File: src/rtl/demux_pkg.sv
// Shared constants and slot state type for the 1-to-2 stream demultiplexer.
// Optional delivered-beat counters are enabled with DEMUX_CNT_EN.
package demux_pkg;

   localparam logic SEL_O0 = 1'b0;
   localparam logic SEL_O1 = 1'b1;

   localparam int DEMUX_WIDTH = 8;
   localparam int DEMUX_CNT_W = 16;

   typedef enum logic {
      SLOT_EMPTY = 1'b0,
      SLOT_FULL  = 1'b1
   } slot_state_t;

endpackage

File: src/rtl/demux_1to2_stream_if.sv
// Handshake bundle of the 1-to-2 demux: one input stream, two output streams.
// slave is the demux side, master is the producer/consumer side.
interface demux_1to2_stream_if
   import demux_pkg::*;
#(
   parameter int width = DEMUX_WIDTH
);

   logic             in_valid;
   logic             in_ready;
   logic             in_sel;
   logic [width-1:0] in_data;

   logic             o0_valid;
   logic             o0_ready;
   logic [width-1:0] o0_data;

   logic             o1_valid;
   logic             o1_ready;
   logic [width-1:0] o1_data;

   modport slave (
      input  in_valid, in_sel, in_data, o0_ready, o1_ready,
      output in_ready, o0_valid, o0_data, o1_valid, o1_data
   );

   modport master (
      output in_valid, in_sel, in_data, o0_ready, o1_ready,
      input  in_ready, o0_valid, o0_data, o1_valid, o1_data
   );

endinterface

File: src/rtl/demux_out_slot.sv
// One-entry output holding register with full flag and load/drain handshake.
// With DEMUX_CNT_EN defined it also counts drained beats (wrapping).
module demux_out_slot
   import demux_pkg::*;
#(
   parameter int width = DEMUX_WIDTH
`ifdef DEMUX_CNT_EN
   , parameter int CNT_W = DEMUX_CNT_W
`endif
) (
   input  logic             clk,
   input  logic             rst_n,
   input  logic             load,
   input  logic [width-1:0] load_data,
   input  logic             out_ready,
   output logic             out_valid,
   output logic [width-1:0] out_data,
   output logic             can_load
`ifdef DEMUX_CNT_EN
   , output logic [CNT_W-1:0] cnt
`endif
);

   slot_state_t      state_reg;
   logic [width-1:0] data_reg;
   logic             drain;

   assign drain    = (state_reg == SLOT_FULL) & out_ready;
   // A draining slot can take a new beat in the same cycle, keeping 1 beat/cycle.
   assign can_load = (state_reg == SLOT_EMPTY) | drain;

   always_ff @(posedge clk or negedge rst_n) begin
      if (!rst_n) begin
         state_reg <= SLOT_EMPTY;
         data_reg  <= '0;
      end else if (load) begin
         state_reg <= SLOT_FULL;
         data_reg  <= load_data;
      end else if (drain) begin
         state_reg <= SLOT_EMPTY;
      end
   end

   assign out_valid = (state_reg == SLOT_FULL);
   assign out_data  = data_reg;

`ifdef DEMUX_CNT_EN
   logic [CNT_W-1:0] cnt_reg;

   always_ff @(posedge clk or negedge rst_n) begin
      if (!rst_n) begin
         cnt_reg <= '0;
      end else if (drain) begin
         cnt_reg <= cnt_reg + CNT_W'(1);
      end
   end

   assign cnt = cnt_reg;
`endif

endmodule

File: src/rtl/demux_1to2_stream.sv
// Registered 1-to-2 stream demux; each output owns a one-entry slot so the
// consumers stall independently. DEMUX_CNT_EN adds o0_cnt/o1_cnt.
module demux_1to2_stream
   import demux_pkg::*;
#(
   parameter int width = DEMUX_WIDTH
`ifdef DEMUX_CNT_EN
   , parameter int CNT_W = DEMUX_CNT_W
`endif
) (
   input  logic                clk,
   input  logic                rst_n,
   demux_1to2_stream_if.slave  bus
`ifdef DEMUX_CNT_EN
   , output logic [CNT_W-1:0]  o0_cnt
   , output logic [CNT_W-1:0]  o1_cnt
`endif
);

   logic [1:0]       slot_ready;
   logic [1:0]       slot_valid;
   logic [1:0]       can_load;
   logic [1:0]       load;
   logic [width-1:0] slot_data [2];
   logic             in_ready;
`ifdef DEMUX_CNT_EN
   logic [CNT_W-1:0] slot_cnt [2];
`endif

   assign slot_ready = {bus.o1_ready, bus.o0_ready};
   assign in_ready   = can_load[bus.in_sel];

   for (genvar gi = 0; gi < 2; gi++) begin : g_slot
      localparam logic SLOT_SEL = (gi == 0) ? SEL_O0 : SEL_O1;

      assign load[gi] = bus.in_valid & in_ready & (bus.in_sel == SLOT_SEL);

      demux_out_slot #(
         .width (width)
`ifdef DEMUX_CNT_EN
         , .CNT_W (CNT_W)
`endif
      ) u_slot (
         .clk       (clk),
         .rst_n     (rst_n),
         .load      (load[gi]),
         .load_data (bus.in_data),
         .out_ready (slot_ready[gi]),
         .out_valid (slot_valid[gi]),
         .out_data  (slot_data[gi]),
         .can_load  (can_load[gi])
`ifdef DEMUX_CNT_EN
         , .cnt     (slot_cnt[gi])
`endif
      );
   end

   assign bus.in_ready = in_ready;
   assign bus.o0_valid = slot_valid[0];
   assign bus.o0_data  = slot_data[0];
   assign bus.o1_valid = slot_valid[1];
   assign bus.o1_data  = slot_data[1];

`ifdef DEMUX_CNT_EN
   assign o0_cnt = slot_cnt[0];
   assign o1_cnt = slot_cnt[1];
`endif

endmodule

File: src/flat_wrapper.sv
// flat-port wrapper written by rule: the top's interface ports become plain ports
module demux_1to2_stream_flat import demux_pkg::*;
#(
   parameter int width = DEMUX_WIDTH

)
  (clk, rst_n, bus_in_valid, bus_in_sel, bus_in_data, bus_o0_ready, bus_o1_ready, bus_in_ready, bus_o0_valid, bus_o0_data, bus_o1_valid, bus_o1_data);
  demux_1to2_stream_if #(.width(width)) bus_i ();
  input  logic clk;
  input  logic rst_n;
  input wire logic [$bits(bus_i.in_valid)-1:0] bus_in_valid;
  input wire logic [$bits(bus_i.in_sel)-1:0] bus_in_sel;
  input wire logic [$bits(bus_i.in_data)-1:0] bus_in_data;
  input wire logic [$bits(bus_i.o0_ready)-1:0] bus_o0_ready;
  input wire logic [$bits(bus_i.o1_ready)-1:0] bus_o1_ready;
  output wire logic [$bits(bus_i.in_ready)-1:0] bus_in_ready;
  output wire logic [$bits(bus_i.o0_valid)-1:0] bus_o0_valid;
  output wire logic [$bits(bus_i.o0_data)-1:0] bus_o0_data;
  output wire logic [$bits(bus_i.o1_valid)-1:0] bus_o1_valid;
  output wire logic [$bits(bus_i.o1_data)-1:0] bus_o1_data;
  assign bus_i.in_valid = bus_in_valid;
  assign bus_i.in_sel = bus_in_sel;
  assign bus_i.in_data = bus_in_data;
  assign bus_i.o0_ready = bus_o0_ready;
  assign bus_i.o1_ready = bus_o1_ready;
  assign bus_in_ready = bus_i.in_ready;
  assign bus_o0_valid = bus_i.o0_valid;
  assign bus_o0_data = bus_i.o0_data;
  assign bus_o1_valid = bus_i.o1_valid;
  assign bus_o1_data = bus_i.o1_data;
  demux_1to2_stream #(.width(width)) u_core (.clk(clk), .rst_n(rst_n), .bus(bus_i));
endmodule
File: config.mk
export PLATFORM = sky130hd
export DESIGN_NAME = demux_1to2_stream_flat
export DESIGN_NICKNAME = d
export VERILOG_FILES = /design/src/rtl/demux_pkg.sv /design/src/rtl/demux_1to2_stream_if.sv /design/src/rtl/demux_out_slot.sv /design/src/rtl/demux_1to2_stream.sv /design/src/flat_wrapper.sv
export SDC_FILE = /design/constraint.sdc
export NUM_CORES = 1
export LEC_CHECK = 0
export BUFFER_PORTS_ARGS = -buffer_cell sky130_fd_sc_hd__buf_4
export CORE_ASPECT_RATIO = 1.25
export CORE_MARGIN = 1.5
export CORE_UTILIZATION = 44
export CTS_BUF_LIST = sky130_fd_sc_hd__clkbuf_16
export DETAILED_ROUTE_END_ITERATION = 10
export PLACE_DENSITY = 0.75
export SLEW_MARGIN = 0
export SYNTH_ARGS = -nofsm -noshare
export SYNTH_HDL_FRONTEND = slang
export SYNTH_SLANG_ARGS = --single-unit
File: constraint.sdc
create_clock -name clk -period 1.65 [get_ports clk]
set_clock_uncertainty 0.15 [all_clocks]
set_input_delay 0.0825 -clock clk [delete_from_list [all_inputs] [get_ports clk]]
set_output_delay 0.0825 -clock clk [all_outputs]
set_load 0.02 [all_outputs]
Word level (Yosys, flattened, before mapping)
Cells that the tools add are included.

Order comparisons: 1. Muxes and demuxes: 6. Bitwise logic cells: 10. Reduce and logical (&&, ||, !) cells: 2.

Operator list (count): 2-to-1 mux 1 bit (6); AND 1 bit (5); nonzero test 2 bit (2); NOT 1 bit (3); less-than comparator 1 x 2 -> 1 bit, second input constant (1); bitwise OR 1 bit (2).

Register bits: 18. Input bits: 14. Word-level logic and storage cells: 23.

Longest topological paths before layout
Gate-level depths: netlist of run 1.

Depth after elaboration: 7. Depth in mapped cells: 3. Mapped depth without buffers: 3.

Modules after synthesis
A second synthesis of run 1 with hierarchy kept.

Cell total of the unflattened synthesis: 43. Area, all modules: 770.7 um^2.

By module, submodules not included: demux_out_slot (times used 2, cells an instance 20, area an instance 369.1 um^2); demux_1to2_stream (times used 1, cells an instance 3, area an instance 32.5 um^2).

Worst setup path before layout of run 1
OpenSTA, ideal clock, no wires.

Path type: register to register. From: reg u_core.g_slot[1].u_slot.state_reg. To: reg u_core.g_slot[1].u_slot.data_reg[0]. Library setup time: 125 ps. Arrival time: 1149 ps. Data required time: 1375 ps. Slack: 226 ps. Stages on the path, launching flop included: 4. Path buffers: 0. Clock period less this slack: 1424 ps. Cell sequence: dfrtp_1 > and2b_4 > nor2_8 > mux2_4.

Cells in the longest elaborated chain, start to end: 6. Elaborated cells on any way between the ends: 7. Classes of those cells: mux (2); bitwise (5).

Ends and longest elaborated chain: start, declared (RTL line demux_out_slot.sv:24) `slot_state_t state_reg;`; start signal, assigned (RTL line demux_out_slot.sv:34) `state_reg <= SLOT_EMPTY;`; start signal, assigned (RTL line demux_out_slot.sv:37) `state_reg <= SLOT_FULL;`; start signal, assigned (RTL line demux_out_slot.sv:40) `state_reg <= SLOT_EMPTY;`; AND 1 bit or NOT 1 bit (tied branches) (RTL line demux_out_slot.sv:28, demux_out_slot.sv:30); bitwise OR 1 bit (*) (RTL line demux_out_slot.sv:30) `assign can_load = (state_reg == SLOT_EMPTY) | drain;`; 2-to-1 mux 1 bit (implied by the code) (*) (2 in series) (RTL line demux_1to2_stream.sv:31) `assign in_ready = can_load[bus.in_sel];`; AND 1 bit (*) (2 in series) (RTL line demux_1to2_stream.sv:36) `assign load[gi] = bus.in_valid & in_ready & (bus.in_sel == SLOT_SEL);`; end signal, assigned (RTL line demux_out_slot.sv:38) `data_reg <= load_data;`; end, declared (RTL line demux_out_slot.sv:25) `logic [width-1:0] data_reg;`.

Mark *: on every way between the ends. The rest lies on a longest branch, timed or not. The select of a mux whose other input is x is not followed. A chain may end at the register's enable or synchronous reset.

Final worst setup path of run 1
From: in bus_in_sel. To: reg u_core.g_slot[0].u_slot.state_reg.

Cells in the longest elaborated chain, start to end: 5. Elaborated cells on any way between the ends: 7. Classes of those cells: mux (3); bitwise (3); reduce/logical (1).

Ends and longest elaborated chain: start, declared (RTL line flat_wrapper.sv:12) `input wire logic [$bits(bus_i.in_sel)-1:0] bus_in_sel;`; 2-to-1 mux 1 bit (implied by the code) (2 in series) (RTL line demux_1to2_stream.sv:31); AND 1 bit (RTL line demux_1to2_stream.sv:36); AND 1 bit (*) (RTL line demux_1to2_stream.sv:36); 2-to-1 mux 1 bit or nonzero test 2 bit (tied branches); end signal, assigned (RTL line demux_out_slot.sv:34); end signal, assigned (RTL line demux_out_slot.sv:37); end signal, assigned (RTL line demux_out_slot.sv:40); end, declared (RTL line demux_out_slot.sv:24).

Marks and branches as above.

==> results of run 1 <==
## critical path, delay by kind of cell
family / cells / cell delay [ps]
buf+inv: 3 / 1250
compound gates: 1 / 130
## final cells by class
type / instances / area share
repair buffers: 43 / 0.291
flip-flops and latches: 18 / 0.375
clock buffers: 3 / 0.0624
multi-input cells: 25 / 0.247
well taps: 18 / 0.0187
inverters: 1 / 0.00312
clock inverters: 1 / 0.00312
## cells in the final DEF, fill, tap and decap left out
cell           netlist  layout
a21oi_1              1       1
and2b_4              1       1
buf_4                0      32
clkbuf_16            0       3
clkinv_1             0       1
dfrtp_1             18      18
dlygate4sd3_1        0      11
inv_1                1       1
mux2_1               3       3
mux2_2               5       5
mux2_4               8       8
nand2_2              1       1
nand2b_2             1       1
nand3b_4             1       1
nor2_1               1       1
nor2_8               1       1
o21ai_0              1       1
or2b_1               1       1
## logic make-up (layout without fill, tap and decap cells)
family	count (synthesis)	after routing	synth area share
muxes	16	16	0.280
buffers and inverters	1	48	0.00500
DFF	18	18	0.600
and+or+nand+nor	7	7	0.102
AOI/OAI and AO/OA	2	2	0.0133
## metal layers
metal,vias up,global-route usage
li1,245,-
met1,257,0.207
met2,21,0.285
met3,2,0.0731
met4,0,0.0862
met5,-,0
## flip-flops by register name, indices dropped and copies added (netlist names)
| name | flops |
|---|---|
| u_core.g_slot.u_slot.out_data | 16 |
| u_core.g_slot.u_slot.out_valid | 2 |
## final timing paths
check	slack, ps	cells past startpoint	start	end
setup / recovery	220	4	bus_in_sel	u_core.g_slot[0].u_slot.out_valid$_DFFE_PN0P_
hold / removal	80	3	bus_in_valid	u_core.g_slot[1].u_slot.out_valid$_DFFE_PN0P_
setup reg to reg	250	3	u_core.g_slot[0].u_slot.out_valid$_DFFE_PN0P_	u_core.g_slot[0].u_slot.out_valid$_DFFE_PN0P_
hold reg to reg	340	1	u_core.g_slot[0].u_slot.out_data[7]$_DFFE_PN0P_	u_core.g_slot[0].u_slot.out_data[7]$_DFFE_PN0P_
max in group asynchronous	1070	2	rst_n	u_core.g_slot[1].u_slot.out_valid$_DFFE_PN0P_
min in group asynchronous	90	2	rst_n	u_core.g_slot[0].u_slot.out_data[2]$_DFFE_PN0P_
## power groups by stage
stage	Combinational, uW	Clock, uW	Sequential (uW)
floorplan	115	0	658
global placement	381	0	565
detailed placement	388	0	567
CTS	412	489	561
global route	431	511	567
finish	408	480	560
## timing repair
item                                    CTS  global route
endpoints found under the setup margin    0             0
endpoints found under the hold margin    35             0
hold buffers                             11             0
## cell usage after synthesis
cell / instances / area, um2
a21oi_1: 1 / 5.00
and2b_4: 1 / 10.0
dfrtp_1: 18 / 450
inv_1: 1 / 3.75
mux2_1: 3 / 33.8
mux2_2: 5 / 56.3
mux2_4: 8 / 120
nand2_2: 1 / 6.26
nand2b_2: 1 / 8.76
nand3b_4: 1 / 20.0
nor2_1: 1 / 3.75
nor2_8: 1 / 20.0
o21ai_0: 1 / 5.00
or2b_1: 1 / 7.51
## stage by stage
step	setup slack [ps]	power (uW)	hold slack (ps)	util	instances
floorplan	226	773	-363	-	44
global placement	297	947	-190	0.641	94
detailed placement	273	955	-188	0.641	94
CTS	228	1460	82.8	0.760	109
global route	165	1510	93.9	0.760	109
finish	218	1450	83.5	0.760	109
==> impl_metrics.json, run 1 <==
{
  "track_usage": 0.183,
  "slew_violations": 0,
  "seq_area_um2": 450,
  "powerDensity_nw_per_um2": 1200,
  "met2WireLength_um": 822,
  "yosysWarnings": 0,
  "wl_per_cell_um": 14.5,
  "cp-start-kind": "primary input",
  "clkPwrFrac": 0.331,
  "netlist_instances": 44,
  "critPathMaxFanout": 5,
  "crit_type": "primary input to flop",
  "fmax_ghz": 0.698,
  "insertion_delay_ps": 250,
  "timing.final.crit_share": 0.868,
  "ios": 33,
  "hold_viol_final": 0,
  "initial_utilization": 0.475,
  "cp.arrival_ps": 1470,
  "antenna_found_initial": 0,
  "drc": 0,
  "dp_hpwl_mm": 1.04,
  "p_int_uw": 1060,
  "seqPwrFrac": 0.387,
  "antenna_cells": 0,
  "path_common_cell": "dlygate4sd3_1",
  "fin_crit_ps": 1430,
  "ant_nets": 0,
  "vias": 525,
  "cts_buffers": 3,
  "core.rowCount": 16,
  "cts.htree.levels": 1,
  "avgSynthCellArea_um2": 17.1,
  "power_frac_comb": 0.282,
  "fin_setup_tns_ps": 0,
  "area_growth_syn_to_layout_pct": 60.2,
  "power_switching_uw": 389,
  "clkSlewWorstSetupHoldPaths_ps": 50,
  "grt_pass1_vias": 553,
  "routed_wl_mm": 1.58,
  "fin_nets": 106,
  "syn-cell-area_um2": 751,
  "cts_tree": "yes",
  "first_iter_violations": 5,
  "cp_slowest_cell": "dlygate4sd3_1",
  "postCtsSetupBuffers": 0,
  "cap_viol_max_count": 0,
  "grt_pass1_wl_mm": 2.39,
  "drt-met1-wl_um": 639,
  "gp_congestion": 0.676,
  "placedInstanceArea_um2": 1010,
  "stdcell_area_um2": 1200,
  "status": "finished clean",
  "dr_wl_met3_um": 101,
  "multi_input_area_um2": 297,
  "maxSlewHeadroom": 0.849,
  "power_leakage_uw": 0.000591,
  "clock-sinks": 18,
  "yosysSeqAreaShare": 0.600,
  "yosysUniqueCellTypes": 14,
  "required_ps": 1690,
  "die_y_um": 49.2,
  "ys_ff_latch": 18,
  "holdCritPathClass": "primary input to flop",
  "top_layer": "met4",
  "grt_start_max_net_pins": 19,
  "die-area_um2": 1960,
  "core-area_um2": 1580,
  "ir_drop_uv": 951,
  "cpPeakStageDelay_ps": 560,
  "cts_buffer_depth": 2,
  "cts_resized": 0,
  "synth_fp_nets": 58,
  "drt_pass1_iterations": 2,
  "port_buffers": 32,
  "end_kind": "flop",
  "rsz0062_at_grt": "false",
  "via_per_inst": 4.82,
  "setup_viol": 0,
  "die_x_um": 39.9,
  "worstPathCellList": "dlygate4sd3_1 -> buf_4 -> o21ai_0 -> dlygate4sd3_1",
  "drive_gt1_frac": 0.582,
  "grt-ovfl-total": 0,
  "tightest_slew_ps": 227,
  "fillCellCount": 104,
  "root_buffer": "clkbuf_16",
  "switching_share": 0.269
}
(Power assumes the default switching activity.)
==> inputs of run 2 (changes only) <==
==> constraint.sdc (replaced) <==
create_clock -name clk -period 1.65 [get_ports clk]
set_clock_uncertainty 0.15 [all_clocks]
set_input_delay 0.33 -clock clk [delete_from_list [all_inputs] [get_ports clk]]
set_output_delay 0.33 -clock clk [all_outputs]
set_load 0.02 [all_outputs]
==> run 2 against run 1 <==
  * Utilization shrank 6.3 points
  * Sequential power about the same
  * Cell count shrank 9.2%
  * Die area did not move
  * Clock power hardly changed
  * Final area shrank 8.3%
  * Clock-buffer cell count did not move
==> impl_metrics.json, run 2 (same netlist as run 1, synthesis figures left out) <==
{
  "power_frac_comb": 0.269,
  "vias": 482,
  "seqPwrFrac": 0.393,
  "core-area_um2": 1580,
  "area_growth_syn_to_layout_pct": 46.8,
  "root_buffer": "clkbuf_16",
  "fin_nets": 96,
  "powerDensity_nw_per_um2": 1290,
  "switching_share": 0.269,
  "cp.arrival_ps": 1100,
  "tightest_slew_ps": 222,
  "antenna_cells": 0,
  "fmax_ghz": 0.632,
  "insertion_delay_ps": 250,
  "cts_resized": 0,
  "cts_buffer_depth": 2,
  "die_x_um": 39.9,
  "required_ps": 1170,
  "crit_type": "flop to output port",
  "power_switching_uw": 383,
  "holdCritPathClass": "primary input to flop",
  "ios": 33,
  "cts_hold_buf": 1,
  "ant_nets": 0,
  "core.rowCount": 16,
  "grt_start_max_net_pins": 19,
  "clkPwrFrac": 0.338,
  "layout_commonest_cell": "buf_4",
  "dp_hpwl_mm": 1.02,
  "drt_pass1_iterations": 2,
  "cp-start-kind": "flop",
  "via_per_inst": 4.87,
  "power_leakage_uw": 0.000548,
  "cts_buffers": 3,
  "port_buffers": 32,
  "clkSlewWorstSetupHoldPaths_ps": 50,
  "timing.final.crit_share": 0.959,
  "setup_viol": 0,
  "grt_pass1_vias": 502,
  "cts.htree.levels": 1,
  "routed_wl_mm": 1.40,
  "largest_register_ffs": 16,
  "initial_utilization": 0.475,
  "track_usage": 0.179,
  "gp_congestion": 0.752,
  "slew_violations": 0,
  "ir_drop_uv": 796,
  "fin_setup_tns_ps": 0,
  "drive_gt1_frac": 0.654,
  "critPathMaxFanout": 3,
  "cap_viol_max_count": 0,
  "end_kind": "output port",
  "clock-sinks": 18,
  "wl_per_cell_um": 14.1,
  "maxSlewHeadroom": 0.852,
  "drc": 0,
  "layout_common_cells": "buf_4 (32), dfrtp_1 (18), mux2_4 (8), mux2_2 (5)",
  "status": "finished clean",
  "antenna_found_initial": 0,
  "grt-ovfl-total": 0,
  "first_iter_violations": 1,
  "p_int_uw": 1040,
  "postCtsSetupBuffers": 0,
  "grt_pass1_wl_mm": 2.26,
  "totalPowerFinal_uw": 1430,
  "cts_tree": "yes",
  "die_y_um": 49.2,
  "die-area_um2": 1960,
  "hold_viol_final": 0,
  "fin_crit_ps": 1580,
  "rsz0062_at_grt": "false"
}
[run 2: layout make-up]
| class | count | area [um2] |
|---|---|---|
| Multi-Input combinational cell | 25 | 297 |
| Tap cell | 18 | 22.5 |
| Clock buffer | 3 | 75.1 |
| Sequential cell | 18 | 450 |
| Clock inverter | 1 | 3.75 |
| Timing Repair Buffer | 33 | 250 |
| Inverter | 1 | 3.75 |
| Fill cell | 129 | 479 |
[run 2: worst max-delay path: stages, from the launching register on]
cell	delay (ps)
dfrtp_1	370
and2b_4	190
a21oi_1	140
buf_4	150
[run 2: path summary, 6_finish.rpt]
kind	from	cells past startpoint	end	slack [ps]
max	u_core.g_slot[1].u_slot.out_valid$_DFFE_PN0P_	3	bus_in_ready	70
min	bus_in_sel	2	u_core.g_slot[0].u_slot.out_valid$_DFFE_PN0P_	160
max reg2reg	u_core.g_slot[1].u_slot.out_valid$_DFFE_PN0P_	3	u_core.g_slot[1].u_slot.out_data[5]$_DFFE_PN0P_	290
min reg2reg	u_core.g_slot[0].u_slot.out_data[7]$_DFFE_PN0P_	1	u_core.g_slot[0].u_slot.out_data[7]$_DFFE_PN0P_	350
max in group asynchronous	rst_n	2	u_core.g_slot[0].u_slot.out_data[3]$_DFFE_PN0P_	820
min in group asynchronous	rst_n	2	u_core.g_slot[0].u_slot.out_data[2]$_DFFE_PN0P_	340
[run 2: layer usage]
layer	GRT usage	routed length (um)	up-vias
met2	0.277	707	22
met4	0.103	37	0
met5	0	0	-
met3	0.0685	101	5
met1	0.198	554	229
li1	-	-	226
[run 2: stage by stage]
| step | util | cell area, um2 | setup WS [ps] | cells | hold WS (ps) |
|---|---|---|---|---|---|
| 4_1_cts | 0.697 | 1100 | 59.5 | 99 | 159 |
| 6_report | 0.697 | 1100 | 67.7 | 99 | 157 |
| 5_1_grt | 0.697 | 1100 | 34.7 | 99 | 165 |
| 3_3_place_gp | 0.641 | 1010 | 221 | 94 | 60.9 |
| 2_1_floorplan | - | 751 | 142 | 44 | -116 |
| 3_5_place_dp | 0.641 | 1010 | 197 | 94 | 57.4 |
[run 2: power groups by stage]
stage               combinational, uW  clock [uW]  sequential [uW]
CTS                               390         490              561
global route                      409         521              569
floorplan                         115           0              658
detailed placement                388           0              567
global placement                  382           0              565
finish                            384         482              561
==> inputs of run 3 (changes only) <==
--- a/config.mk
+++ b/config.mk
@@ -6,12 +6,14 @@
 export NUM_CORES = 1
 export LEC_CHECK = 0
 export BUFFER_PORTS_ARGS = -buffer_cell sky130_fd_sc_hd__buf_4
+export CAP_MARGIN = 20
 export CORE_ASPECT_RATIO = 1.25
 export CORE_MARGIN = 1.5
 export CORE_UTILIZATION = 44
 export CTS_BUF_LIST = sky130_fd_sc_hd__clkbuf_16
 export DETAILED_ROUTE_END_ITERATION = 10
 export PLACE_DENSITY = 0.75
+export RECOVER_POWER = 100
 export SLEW_MARGIN = 0
 export SYNTH_ARGS = -nofsm -noshare
 export SYNTH_HDL_FRONTEND = slang
==> run 3 against run 2 <==
  * Non-clock buffer count unchanged
  * Die area unchanged
  * Register-to-register slack got worse by 60 ps
  * Flip-flop and latch count unchanged
  * Wire length decreased by 0.86%
  * Hold slack got worse by 1.5 ps
  * Utilization decreased by 6.6 points
  * Final area decreased by 9.4%
  * First-iteration DRC count decreased by 100%
  * Combinational power decreased by 24%
  * Highest routed layer unchanged
==> impl_metrics.json, run 3 (same netlist as run 1, synthesis figures left out) <==
{
  "grt_pass1_vias": 502,
  "crit_type": "flop to output port",
  "worstPathCellList": "and2b_4 -> a21oi_1 -> clkbuf_2",
  "grt-ovfl-total": 0,
  "wl_per_cell_um": 14.0,
  "insertion_delay_ps": 250,
  "cp-start-kind": "flop",
  "fin_setup_tns_ps": 0,
  "dp_hpwl_mm": 1.02,
  "port_buffers": 32,
  "initial_utilization": 0.475,
  "drc": 0,
  "timing.final.crit_share": 0.961,
  "fin_nets": 96,
  "antenna_found_initial": 0,
  "critPathMaxFanout": 3,
  "clock-sinks": 18,
  "setup_viol": 0,
  "powerDensity_nw_per_um2": 1330,
  "ir_drop_uv": 741,
  "die-area_um2": 1960,
  "area_growth_syn_to_layout_pct": 33.0,
  "core-area_um2": 1580,
  "core.rowCount": 16,
  "via_per_inst": 4.87,
  "dp_slack_ps": 197,
  "cap_viol_max_count": 0,
  "track_usage": 0.179,
  "vias": 482,
  "die_y_um": 49.2,
  "clkSlewWorstSetupHoldPaths_ps": 50,
  "die_x_um": 39.9,
  "fin_crit_ps": 1590,
  "cpPeakStageDelay_ps": 370,
  "grt_pass1_wl_mm": 2.26,
  "ios": 33,
  "ant_nets": 0,
  "tightest_slew_ps": 430,
  "worst_slack_ps": 64.0,
  "cp_slowest_cell": "dfrtp_1",
  "grt_start_max_net_pins": 19,
  "cts.htree.levels": 1,
  "antenna_cells": 0,
  "cts_buffer_depth": 2,
  "end_kind": "output port",
  "root_buffer": "clkbuf_16",
  "rsz0062_at_grt": "false",
  "first_iter_violations": 0,
  "gp_congestion": 0.752,
  "status": "finished clean",
  "maxSlewHeadroom": 0.713,
  "fmax_ghz": 0.631,
  "postCtsSetupBuffers": 0,
  "cts_tree": "yes",
  "drive_gt1_frac": 0.358,
  "layout_common_cells": "clkbuf_1 (18), dfrtp_1 (18), buf_4 (12), mux2_1 (9), mux2_2 (5)",
  "cp.arrival_ps": 1110,
  "routed_wl_mm": 1.39,
  "drt_pass1_iterations": 1,
  "cts_buffers": 3,
  "largest_register_ffs": 16,
  "required_ps": 1170,
  "hold_viol_final": 0,
  "power_leakage_uw": 0.000455,
  "holdCritPathClass": "primary input to flop",
  "slew_violations": 0
}
==> run 3: cell count changes in the layout (fill, tap and decap cells not counted) <==
cell,previous run,this run
nor2_8,1,0
mux2_1,3,9
buf_4,32,12
clkbuf_1,0,18
nor2_4,0,1
mux2_4,8,2
clkbuf_2,0,2
==> run 3: final cells by class <==
| type | count | area, um2 |
|---|---|---|
| Clock inverter | 1 | 3.75 |
| Sequential cell | 18 | 450 |
| Fill cell | 159 | 583 |
| Multi-Input combinational cell | 25 | 265 |
| Tap cell | 18 | 22.5 |
| Inverter | 1 | 3.75 |
| Clock buffer | 3 | 75.1 |
| Timing Repair Buffer | 33 | 178 |
==> run 3: what timing repair did <==
action                                  in CTS  in global routing
hold buffers                                 1                  0
endpoints found under the hold margin       18                  0
endpoints found under the setup margin       0                  0
resized for setup                            0                  0
==> run 3: final timing paths <==
kind	start	slack [ps]	cells past startpoint	endpoint
min in group asynchronous	rst_n	410	2	u_core.g_slot[0].u_slot.out_data[2]$_DFFE_PN0P_
min	bus_in_data[1]	160	2	u_core.g_slot[1].u_slot.out_data[1]$_DFFE_PN0P_
max	u_core.g_slot[1].u_slot.out_valid$_DFFE_PN0P_	60	3	bus_in_ready
min reg2reg	u_core.g_slot[1].u_slot.out_data[1]$_DFFE_PN0P_	330	1	u_core.g_slot[1].u_slot.out_data[1]$_DFFE_PN0P_
max reg2reg	u_core.g_slot[1].u_slot.out_valid$_DFFE_PN0P_	230	3	u_core.g_slot[1].u_slot.out_data[7]$_DFFE_PN0P_
max in group asynchronous	rst_n	640	2	u_core.g_slot[1].u_slot.out_valid$_DFFE_PN0P_
==> run 3: critical path: cells and delay by family (launching register included) <==
family | cells | cell delay (ps)
AO/OA/AOI/OAI | 1 | 130
buffers and inverters | 1 | 180
flip-flops | 1 | 370
AND/OR/NAND/NOR | 1 | 180
==> run 3: power breakdown <==
part	total [uW]	leakage, uW	internal [uW]	switching [uW]
Combinational	293	0.000204	114	179
Sequential	557	0.000212	518	38.3
Clock	480	0.0000385	322	158
Total	1330	0.000455	955	375
==> run 3: stage by stage <==
step                      instance area [um2]  cells   util  hold WS (ps)  power, uW
after floorplan                           751     44      -          -116        773
after global placement                   1010     94  0.641          60.9        946
after detailed placement                 1010     94  0.641          57.4        954
after CTS                                1100     99  0.697           159       1440
after global routing                      998     99  0.631           160       1400
final                                     998     99  0.631           156       1330
==> run 3: per-layer routing <==
layer  GRT usage  vias to the layer above  wire [um]
met4       0.103                        0         36
met2       0.277                       22        689
met1       0.198                      228        562
li1            -                      227          -
met5           0                        -          0
met3      0.0685                        5        101
